[config.mk]
export PLATFORM = sky130hd
export DESIGN_NAME = mem_arbiter2
export DESIGN_NICKNAME = d
export VERILOG_FILES = /design/src/rtl/mem_arb_pkg.sv /design/src/rtl/mem_arb_grant.sv /design/src/rtl/mem_arbiter2.sv
export SDC_FILE = /design/constraint.sdc
export NUM_CORES = 1
export LEC_CHECK = 0
export ABC_AREA = 1
export CORE_AREA = 2 2 130 132
export CTS_BUF_LIST = sky130_fd_sc_hd__clkbuf_8
export DETAILED_ROUTE_END_ITERATION = 6
export DIE_AREA = 0 0 132 134
export PLACE_DENSITY = 0.65
export SYNTH_ARGS = -nofsm -noshare
export SYNTH_HDL_FRONTEND = slang
export SYNTH_SLANG_ARGS = --single-unit
[constraint.sdc]
create_clock -name clk -period 2.5 [get_ports clk]
set_input_delay 0.5 -clock clk [delete_from_list [all_inputs] [get_ports clk]]
set_output_delay 0.5 -clock clk [all_outputs]
set_load 0.03 [all_outputs]
[src/rtl/mem_arb_pkg.sv]
// Shared types and defaults for the two-master main-memory arbiter.
package mem_arb_pkg;

    localparam int unsigned MEM_ARB_BCW = 8;

    typedef enum logic [1:0] {
        ARB_IDLE,
        ARB_RD,
        ARB_WR
    } arb_state_t;

    typedef logic owner_t;

endpackage

[src/rtl/mem_arb_grant.sv]
// Tie-break between two requesters. MEM_ARB_FIXED_PRIO_EN selects fixed m0-first
// priority; otherwise round-robin against the last granted master.
module mem_arb_grant
    import mem_arb_pkg::*;
(
    input  logic   req0,
    input  logic   req1,
    input  owner_t last,
    output owner_t grant
);

`ifdef MEM_ARB_FIXED_PRIO_EN
    logic unused_last;
    assign unused_last = last;

    always_comb grant = req1 & ~req0;
`else
    // On a tie the master that did not win last time goes first.
    always_comb grant = (req0 & req1) ? ~last : req1;
`endif

endmodule

[src/rtl/mem_arbiter2.sv]
// Two-master main-memory arbiter; grant is held for a whole read or write burst.
// Build option MEM_ARB_FIXED_PRIO_EN (in mem_arb_grant) switches to fixed priority.
module mem_arbiter2
    import mem_arb_pkg::*;
#(
    parameter int unsigned BCW = MEM_ARB_BCW
) (
    input  logic            clk,
    input  logic            reset_n,

    input  logic [31:0]     m0_addr,
    input  logic [31:0]     m0_din,
    input  logic [3:0]      m0_be,
    input  logic [BCW-1:0]  m0_burstcount,
    input  logic            m0_rd,
    input  logic            m0_we,
    output logic            m0_busy,
    output logic [31:0]     m0_dout,
    output logic            m0_dout_ready,

    input  logic [31:0]     m1_addr,
    input  logic [31:0]     m1_din,
    input  logic [3:0]      m1_be,
    input  logic [BCW-1:0]  m1_burstcount,
    input  logic            m1_rd,
    input  logic            m1_we,
    output logic            m1_busy,
    output logic [31:0]     m1_dout,
    output logic            m1_dout_ready,

    output logic [31:0]     mem_addr,
    output logic [31:0]     mem_din,
    output logic [3:0]      mem_be,
    output logic [BCW-1:0]  mem_burstcount,
    output logic            mem_rd,
    output logic            mem_we,
    input  logic            mem_busy,
    input  logic [31:0]     mem_dout,
    input  logic            mem_dout_ready
);

    localparam int unsigned CW = BCW + 1;

    arb_state_t     state;
    owner_t         owner;
    owner_t         last;
    owner_t         grant;
    owner_t         sel;
    logic [CW-1:0]  remaining;
    logic [CW-1:0]  cnt;
    logic           req0, req1;
    logic           s_rd, s_we;
    logic           accept;
    logic           rd_beat;

    assign req0 = m0_rd | m0_we;
    assign req1 = m1_rd | m1_we;

    mem_arb_grant u_grant (
        .req0  (req0),
        .req1  (req1),
        .last  (last),
        .grant (grant)
    );

    // Zero-latency grant while idle; the owner keeps the port during a burst.
    always_comb begin
        sel            = (state == ARB_IDLE) ? grant : owner;
        mem_addr       = sel ? m1_addr       : m0_addr;
        mem_din        = sel ? m1_din        : m0_din;
        mem_be         = sel ? m1_be         : m0_be;
        mem_burstcount = sel ? m1_burstcount : m0_burstcount;
        s_rd           = sel ? m1_rd         : m0_rd;
        s_we           = sel ? m1_we         : m0_we;
    end

    always_comb begin
        mem_rd = reset_n & (state == ARB_IDLE) & s_rd;
        // A simultaneous rd+we is treated as a read; the write is not forwarded.
        mem_we = reset_n & (((state == ARB_IDLE) & s_we & ~s_rd) |
                            ((state == ARB_WR) & s_we));
        accept = (mem_rd | mem_we) & ~mem_busy;
        cnt    = (mem_burstcount == '0) ? CW'(1) : {1'b0, mem_burstcount};
    end

    always_comb begin
        m0_busy = 1'b1;
        m1_busy = 1'b1;
        if (reset_n && state != ARB_RD) begin
            if (sel) m1_busy = mem_busy;
            else     m0_busy = mem_busy;
        end
    end

    // Beats outside a read burst (stray or after a reset) are dropped here.
    assign rd_beat       = reset_n & (state == ARB_RD) & mem_dout_ready;
    assign m0_dout_ready = rd_beat & ~owner;
    assign m1_dout_ready = rd_beat & owner;
    assign m0_dout       = mem_dout;
    assign m1_dout       = mem_dout;

    always_ff @(posedge clk or negedge reset_n) begin
        if (!reset_n) begin
            state     <= ARB_IDLE;
            owner     <= 1'b0;
            last      <= 1'b1;
            remaining <= '0;
        end else begin
            case (state)
                ARB_IDLE: begin
                    if (accept) begin
                        owner <= sel;
                        last  <= sel;
                        if (mem_rd) begin
                            state     <= ARB_RD;
                            remaining <= cnt;
                        end else if (cnt == CW'(1)) begin
                            remaining <= '0;
                        end else begin
                            state     <= ARB_WR;
                            remaining <= cnt - CW'(1);
                        end
                    end
                end
                ARB_RD: begin
                    if (mem_dout_ready) begin
                        remaining <= remaining - CW'(1);
                        if (remaining <= CW'(1)) state <= ARB_IDLE;
                    end
                end
                ARB_WR: begin
                    if (mem_we && !mem_busy) begin
                        remaining <= remaining - CW'(1);
                        if (remaining <= CW'(1)) state <= ARB_IDLE;
                    end
                end
                default: state <= ARB_IDLE;
            endcase
        end
    end

    a_m0_rd_we: assert property (@(posedge clk) disable iff (!reset_n) !(m0_rd && m0_we));
    a_m1_rd_we: assert property (@(posedge clk) disable iff (!reset_n) !(m1_rd && m1_we));

endmodule

==> run_results.csv, run 1 <==
group,metric,value,unit
status,status,"finished clean",
sta,worst_hold_slack,0.493,ns
min_path,min_path_type,"flop to flop",
sta,slew_violations,0,
power_and_ir_drop,power.density,1640,nW/um^2
setup_path,crit_path_end_kind,"output pin",
detailed_routing,via_per_inst,4.04,
detailed_routing,dr_total_vias,3927,
detailed_routing,wl_per_cell,16.0,um
setup_path,cp_num_buf_inv,5,
sta,final-setup-viol-count,0,
setup_path,crit_slowest_cell,"dfrtp_1",
finish,layout_commonest_cell,"nand2_1",
sta,tightest_slew,0.405,ns
clock_tree,clockBufferDepth,2,
clock_tree,cts-htree-levels,1,
setup_path,path_class,"flop to output pin",
synthesis,avgSynthCellArea,5.36,sq um
place,hpwl,12800,um
run,maxCapViolCount,0,
clock_tree,cts_root_buf,"clkbuf_8",
synthesis,yosysWarnings,0,
finish,area_delta_synth_final,125,%
synthesis,syn_area,2810,sq um
power_and_ir_drop,p_leak,3.08,nW
floorplan,rows,47,
place,placed_cell_area,5450,sq um
setup_path,cp.required,2.00,ns
clock_tree,cts_sinks,13,
synthesis,yosysTopAreaCell,"nand2_1",
synthesis,yosys.area.top_type_share,36.4,%
setup_path,crit_chain,"inv_2 > ha_4 > inv_8 > nor2_4 > nand2_4 > nand2_8 > buf_12 > nand2_4 > o21ai_4 > nand2_2 > a21boi_2 > buf_4 > buf_12",
sta,hold_violations,0,
finish,final_cells,971,
clock_tree,clk_pin_slew,0.06,ns
synthesis,synth-main-ff-cell,"dfrtp_1",
global_route,grt_pass1_vias,3811,
place,port_buffers,241,
place,gp_congestion,0.857,
synthesis,syn_inst,524,
floorplan,io_pins,338,
setup_path,slowest_delay,0.39,ns
clock_tree,cts_hold_buf,0,
synthesis,synth_seq_area_share,11.6,%
setup_path,crit_family,"buffers and inverters",
synthesis,synth_edf_count,0,
clock_tree,tritoncts,"yes",
synthesis,synth_area_leaders,"nand2_1 (36%), buf_4 (17%), dfrtp_1 (11%)",
synthesis,synth-seq-cells,13,
detailed_routing,routed_wl,15500,um
setup_path,worstPathMaxFanout,5,
global_route,grt_pass1_wl,21600,um
detailed_routing,drc,0,
sta,rsz0062_at_grt,"true",
clock_tree,cts_made_buffers,3,
synthesis,yosysUniqueCellTypes,37,
finish,fin_nets,951,
global_route,grt_overflow,0,
place,dp.cells,947,
global_route,grt_max_degree,20,
finish,fill_cells,1709,
setup_path,worstPathArrival,1.99,ns
sta,relSlewSlack,72.8,%
floorplan,dieArea,17700,sq um
floorplan,die_w,132,um
power_and_ir_drop,ir_worst_vdd,0.000636,V
sta,fin_skew,0.00476,ns
global_route,grt.total_usage,15.8,%
finish,layout-drive-gt1-share,34.1,%
detailed_routing,drt_iter0_drc,168,
detailed_routing,ant_nets,0,
sta,period_minus_slack,2.49,ns
clock_tree,clock_latency,0.25,ns
synthesis,syn_nets,724,
sta,max_clock_freq,0.402,GHz
synthesis,postSynth.asyncResetShare,100,%
floorplan,die_height,134,um
floorplan,core_area,16300,sq um
detailed_routing,drt_pass1_iterations,4,
finish,final_cell_area,6320,sq um
sta,timing.final.crit_share,99.4,%
finish,final_cell_mix,"nand2_1 (196), clkdlybuf4s50_1 (155), nand2_2 (70)",
floorplan,start_util,17.2,%
global_route,antenna_found_initial,2,
setup_path,crit_path_start_kind,"flop",
[report_power, final]
group	switching (mW)	internal, mW
clock	0.0833	0.109
combinational	5.28	4.45
sequential	0.102	0.323
total	5.47	4.89
[cell usage after synthesis (2+ instances only)]
cell type / count
nand2_1: 272
buf_4: 64
inv_1: 43
nor2_1: 21
nand3_1: 15
o21ai_0: 15
clkbuf_1: 13
dfrtp_1: 12
a21oi_1: 10
ha_1: 8
nand3b_1: 7
nand2_2: 4
nand4_1: 4
nand2_4: 3
nor3_1: 3
o21ai_1: 3
a21boi_1: 2
clkinv_1: 2
nor2_2: 2
nor2_4: 2
o21ai_2: 2
xor2_1: 2
[routing by layer]
layer	global-route usage [%]	vias up	routed length, um
met5	0	-	13
met2	28.2	195	7860
met4	3.02	2	245
met3	5.40	18	1590
met1	18.5	1727	5800
li1	-	1985	-
[cell type report]
class | count | area [sq um] | area share (%)
inverter | 47 | 189 | 2.99
multi-input combinational | 383 | 2060 | 32.6
antenna | 1 | 2.50 | 0.0396
timing repair buffer | 303 | 3420 | 54.1
clock inverter | 1 | 3.75 | 0.0594
sequential | 13 | 327 | 5.17
clock buffer | 3 | 41.3 | 0.654
tap | 220 | 275 | 4.36
[flip-flops by register name, summed over array words and instances (netlist names)]
register and cells:
owner 1, last 1, state 2, remaining 9
[worst min-delay path: stages, from the launching register on]
cell and delay (ns):
dfstp_2 0.37, inv_1 0.04, o21ai_0 0.07
[final timing paths]
kind / startpoint / end / slack [ns] / depth (start not counted)
setup / recovery: state[0] / mem_we / 0.01 / 13
hold / removal: last / last / 0.49 / 2
setup reg to reg: state[0] / remaining[4] / 0.07 / 23
hold reg to reg: last / last / 0.49 / 2
max in group asynchronous: reset_n / remaining[8] / 1.56 / 3
min in group asynchronous: reset_n / remaining[3] / 0.65 / 2
[metrics by stage]
stage	power, mW	util [%]	worst slack, ns	setup TNS, ns
final	10.4	38.8	0.0147	0
after floorplan	4.76	-	0.0136	0
after global placement	8.22	33.4	-0.358	-18.92
after CTS	9.20	35.3	0.000268	0
after detailed placement	8.26	33.4	-0.390	-23.15
after global routing	11.0	38.8	-0.0897	-1.03
[logic make-up (layout without fill, tap and decap cells)]
group           after synthesis  count (layout)  synth area share, %
compound gates               35              35                 6.96
xor+xnor                      3               3                0.936
fa+ha+maj                     8               8                 3.57
buf+inv                     128             354                 27.0
flops                        13              13                 11.6
other cells                   0               1                    0
simple gates                337             337                 49.9
[timing repair]
| action | in CTS | in global routing |
|---|---|---|
| setup endpoints to repair | 80 | 74 |
| buffers inserted | 4 | 6 |
| pin swaps | 7 | 39 |
| gates cloned | 3 | 7 |
| resized for setup | 47 | 120 |
| endpoints found under the hold margin | 0 | 0 |
Note: power is estimated with default switching activity, not from simulation.
==> run 2: changes to the inputs <==
--- a/constraint.sdc
+++ b/constraint.sdc
@@ -3,2 +3,2 @@
 set_output_delay 0.5 -clock clk [all_outputs]
-set_load 0.03 [all_outputs]
+set_load 0.1 [all_outputs]
==> run_results.csv, run 2 (synthesis results as in run 1) <==
group,metric,value,unit
status,status,"finished, violations left",
status,violations,"setup timing",
setup_path,path_class,"flop to output pin",
finish,layout-drive-gt1-share,45.4,%
clock_tree,clockBufferDepth,2,
place,gp_congestion,0.836,
setup_path,worstPathArrival,2.04,ns
sta,tightest_slew,0.347,ns
run,maxCapViolCount,0,
finish,fin_nets,961,
min_path,hold_end,"last",
floorplan,start_util,17.2,%
finish,regArea,327,sq um
detailed_routing,routed_wl,17200,um
setup_path,startpoint,"state[0]",
global_route,antenna_found_initial,0,
sta,rsz0062_at_grt,"true",
clock_tree,tritoncts,"yes",
floorplan,dieArea,17700,sq um
setup_path,r2r_start,"state[0]",
setup_path,reg2reg_to,"remaining[7]",
finish,top_register,"remaining",
place,port_buffers,241,
min_path,hold_depth,2,
finish,multi_input_area,2500,sq um
setup_path,worstPathMaxFanout,11,
setup_path,crit_chain,"inv_2 > ha_4 > inv_8 > nor2_4 > nand2_4 > nand2_8 > buf_12 > buf_12 > clkbuf_16 > nand2_1 > nand2_2 > buf_12",
global_route,grt_overflow,0,
sta,setup_tns,-0.432,ns
sta,final.setup.worst_slack,-0.0357,ns
finish,antenna_cells,0,
finish,layout_commonest_cell,"clkdlybuf4s50_1",
sta,max_clock_freq,0.394,GHz
sta,timing.final.crit_share,101,%
sta,final-setup-viol-count,22,
finish,largest_register_ffs,9,
detailed_routing,ant_nets,0,
global_route,grt_pass1_wl,22900,um
clock_tree,cts_made_buffers,3,
clock_tree,cts_sinks,13,
sta,relSlewSlack,76.6,%
detailed_routing,wl_per_cell,17.5,um
global_route,grt_max_degree,23,
global_route,grt_pass1_vias,3832,
setup_path,crit_slowest_cell,"dfrtp_1",
clock_tree,clock_latency,0.26,ns
clock_tree,clk_pin_slew,0.06,ns
global_route,grt.total_usage,17.0,%
place,hpwl,13400,um
floorplan,die_w,132,um
sta,period_minus_slack,2.54,ns
clock_tree,cts-htree-levels,1,
finish,fill_cells,1548,
setup_path,crit_path_end_kind,"output pin",
sta,slew_violations,0,
finish,area_delta_synth_final,166,%
detailed_routing,drt_pass1_iterations,4,
setup_path,cp.required,2.00,ns
floorplan,core_area,16300,sq um
detailed_routing,drc,0,
finish,reg.largest.list,"remaining: 9 flops, state: 2 flops",
setup_path,r2r_cells,19,
floorplan,io_pins,338,
setup_path,ff2ff_setup_slack,0.05,ns
sta,fin_skew,0.000768,ns
setup_path,critPathMostFrequentCell,"buf_12",
floorplan,die_height,134,um
min_path,min_path_type,"flop to flop",
setup_path,slowest_delay,0.40,ns
finish,final_cell_mix,"clkdlybuf4s50_1 (155), nand2_1 (128), nand2_2 (95)",
detailed_routing,via_per_inst,4.09,
floorplan,rows,47,
detailed_routing,drt_iter0_drc,181,
setup_path,crit_path_start_kind,"flop",
min_path,hold_start,"last",
sta,hold_violations,0,
detailed_routing,dr_total_vias,4009,
clock_tree,cts_root_buf,"clkbuf_8",
[run 2: cell count changes in the layout (fill, tap and decap cells not counted), moves of 4 or more]
cell | before | now
nand2_1 | 196 | 128
buf_12 | 37 | 87
nand2_4 | 12 | 54
buf_4 | 69 | 44
nand2_2 | 70 | 95
buf_6 | 26 | 6
o21ai_0 | 10 | 14
o21ai_1 | 6 | 2
[run 2: routing by layer]
layer	GRT usage, %	routed length (um)
met5	0	0
met4	2.72	441
met3	4.72	1320
met2	32.6	9400
met1	18.9	5990
[run 2: cell type report]
| cell class | instances | share of cell area (%) |
|---|---|---|
| timing repair buffer | 313 | 55.2 |
| multi-input combinational | 383 | 33.5 |
| sequential | 13 | 4.37 |
| tap | 220 | 3.68 |
| inverter | 47 | 2.66 |
| clock buffer | 3 | 0.552 |
| clock inverter | 1 | 0.0502 |
[run 2: critical path: cells and delay by family (launching register included)]
family                   cells  cell delay [ns]
flip-flops                   1             0.40
AND/OR/NAND/NOR              5             0.42
buffers and inverters        6             0.75
adder cells (fa/ha/maj)      1             0.17
[run 2: repair_timing]
item | CTS | global route
resized for setup | 30 | 145
buffers inserted | 12 | 10
cloned | 5 | 8
setup endpoints to repair | 86 | 87
hold buffers | 0 | 0
pin swaps | 26 | 46
[run 2: how the worst max path moves through the flow]
stage | cells past startpoint | slack (ns) | endpoint
4_1_cts | 11 | -0.02 | mem_din[1]
3_3_place_gp | 9 | -0.33 | mem_addr[27]
3_5_place_dp | 19 | -0.35 | state[1]
6_report | 12 | -0.04 | mem_addr[26]
5_1_grt | 12 | -0.10 | mem_addr[26]
2_1_floorplan | 16 | -0.29 | remaining[3]
[run 2: per-stage QoR]
step                      utilization, %  hold WS, ns  std cells  area [sq um]  worst slack (ns)
after floorplan                        -        0.204        524          3080            -0.288
after global placement              39.1        0.478        944          6360            -0.334
after detailed placement            39.1        0.486        944          6360            -0.346
after CTS                           41.3        0.505        965          6730           -0.0197
after global routing                45.9        0.532        980          7480            -0.102
final                               45.9        0.505        980          7480           -0.0357
Power of run 2 is left out: the tool's default activity adds up to more than one toggle a clock period on the data nets, which glitch-free logic cannot reach.
==> run 3: changes to the inputs <==
- SKIP_LAST_GASP: unset -> 1
==> run_results.csv, run 3 (synthesis results as in run 1) <==
group,metric,value,unit
finish,largest_register_ffs,9,
clock_tree,clock_latency,0.26,ns
global_route,grt_pass1_wl,22900,um
setup_path,cp_num_buf_inv,5,
floorplan,start_util,17.2,%
clock_tree,cts-htree-levels,1,
detailed_routing,wl_per_cell,17.1,um
place,place_ws,-0.346,ns
global_route,grt_pass1_vias,3832,
setup_path,crit_chain,"inv_2 > ha_4 > inv_8 > nor2_4 > nand2_4 > nand2_8 > buf_12 > buf_4 > nand2_1 > nand2_2 > buf_12",
sta,worst_hold_slack,0.505,ns
setup_path,cp.required,2.00,ns
min_path,min_path_type,"flop to flop",
place,port_buffers,241,
detailed_routing,ant_nets,0,
clock_tree,tritoncts,"yes",
floorplan,die_w,132,um
finish,final_cell_mix,"clkdlybuf4s50_1 (155), nand2_1 (149), nand2_2 (89)",
finish,fin_nets,959,
finish,area_delta_synth_final,159,%
status,violations,"setup timing",
setup_path,r2r_start,"state[0]",
setup_path,crit_path_start_kind,"flop",
place,hpwl,13400,um
clock_tree,clk_pin_slew,0.06,ns
clock_tree,cts_root_buf,"clkbuf_8",
setup_path,critPathMostFrequentCell,"buf_12",
global_route,antenna_found_initial,0,
finish,antenna_cells,0,
setup_path,worstPathMaxFanout,13,
setup_path,endpoint,"mem_addr[3]",
finish,layout_commonest_cell,"clkdlybuf4s50_1",
global_route,grt_max_degree,23,
sta,relSlewSlack,76.3,%
run,maxCapViolCount,0,
sta,timing.final.crit_share,101,%
sta,slew_violations,0,
setup_path,path_class,"flop to output pin",
finish,reg.largest.list,"remaining: 9 flops, state: 2 flops",
setup_path,startpoint,"state[0]",
sta,final.setup.worst_slack,-0.0339,ns
detailed_routing,drc,0,
sta,hold_violations,0,
setup_path,ff2ff_setup_slack,0.06,ns
sta,final-setup-viol-count,17,
finish,top_register,"remaining",
floorplan,io_pins,338,
global_route,grt.total_usage,17.0,%
sta,rsz0062_at_grt,"true",
detailed_routing,drt_pass1_iterations,4,
clock_tree,cts_made_buffers,3,
floorplan,core_area,16300,sq um
global_route,grt_use_met3,4.72,%
global_route,busiest_layer,"met2",
setup_path,critical_path_depth,11,
setup_path,crit_path_end_kind,"output pin",
setup_path,slowest_delay,0.40,ns
sta,fin_skew,0.000695,ns
setup_path,crit_slowest_cell,"dfrtp_1",
floorplan,die_height,134,um
clock_tree,cts_sinks,13,
place,dp.cells,944,
setup_path,r2r_cells,19,
global_route,use_met2,32.6,%
setup_path,crit_family,"buffers and inverters",
place,gp_congestion,0.836,
clock_tree,clockBufferDepth,2,
global_route,grt_overflow,0,
detailed_routing,drt_iter0_drc,166,
global_route,grt_use_met1,18.9,%
sta,period_minus_slack,2.53,ns
sta,tightest_slew,0.353,ns
status,status,"finished, violations left",
floorplan,rows,47,
detailed_routing,via_per_inst,4.07,
detailed_routing,routed_wl,16800,um
sta,setup_tns,-0.233,ns
detailed_routing,dr_total_vias,3984,
setup_path,worstPathArrival,2.03,ns
finish,final_cells,978,
setup_path,reg2reg_to,"remaining[7]",
finish,layout-drive-gt1-share,42.5,%
sta,max_clock_freq,0.395,GHz
floorplan,dieArea,17700,sq um
run 3: stage by stage:
stage	util, %	area (sq um)
after floorplan	-	3080
after global placement	39.1	6360
after detailed placement	39.1	6360
after CTS	41.3	6730
after global routing	44.6	7260
final	44.6	7260
run 3: area by class of cell:
| cell class | count | area [sq um] |
|---|---|---|
| multi-input cells | 383 | 2380 |
| clock inverters | 1 | 3.75 |
| well taps | 220 | 275 |
| fillers | 1573 | 9020 |
| flip-flops and latches | 13 | 327 |
| inverters | 47 | 199 |
| repair buffers | 311 | 4040 |
| clock buffers | 3 | 41.3 |
run 3: worst min path at each step:
stage	cells after the start	start	to	slack [ns]
floorplan	0	reset_n	owner	0.20
global placement	2	last	last	0.48
detailed placement	2	last	last	0.49
CTS	2	last	last	0.51
global route	2	last	last	0.53
finish	2	last	last	0.51
run 3: timing repair:
action                                  CTS  global route
endpoints found under the setup margin   86            87
hold buffers                              0             0
pin swaps                                12            39
buffers inserted                         12            10
gates cloned                              5             6
gates resized for setup                  29           105
run 3: worst min-delay path: cells and delay by family (launching register included):
family	cells	cell delay (ns)
flops	1	0.37
compound gates	1	0.08
buf+inv	1	0.05
run 3: routing by layer:
layer / share of wire, % / vias to the layer above
li1: - / 1999
met1: 35 / 1794
met2: 56 / 170
met3: 7.7 / 21
met4: 1.5 / 0
met5: 0 / -
Power of run 3 is left out for the same reason.
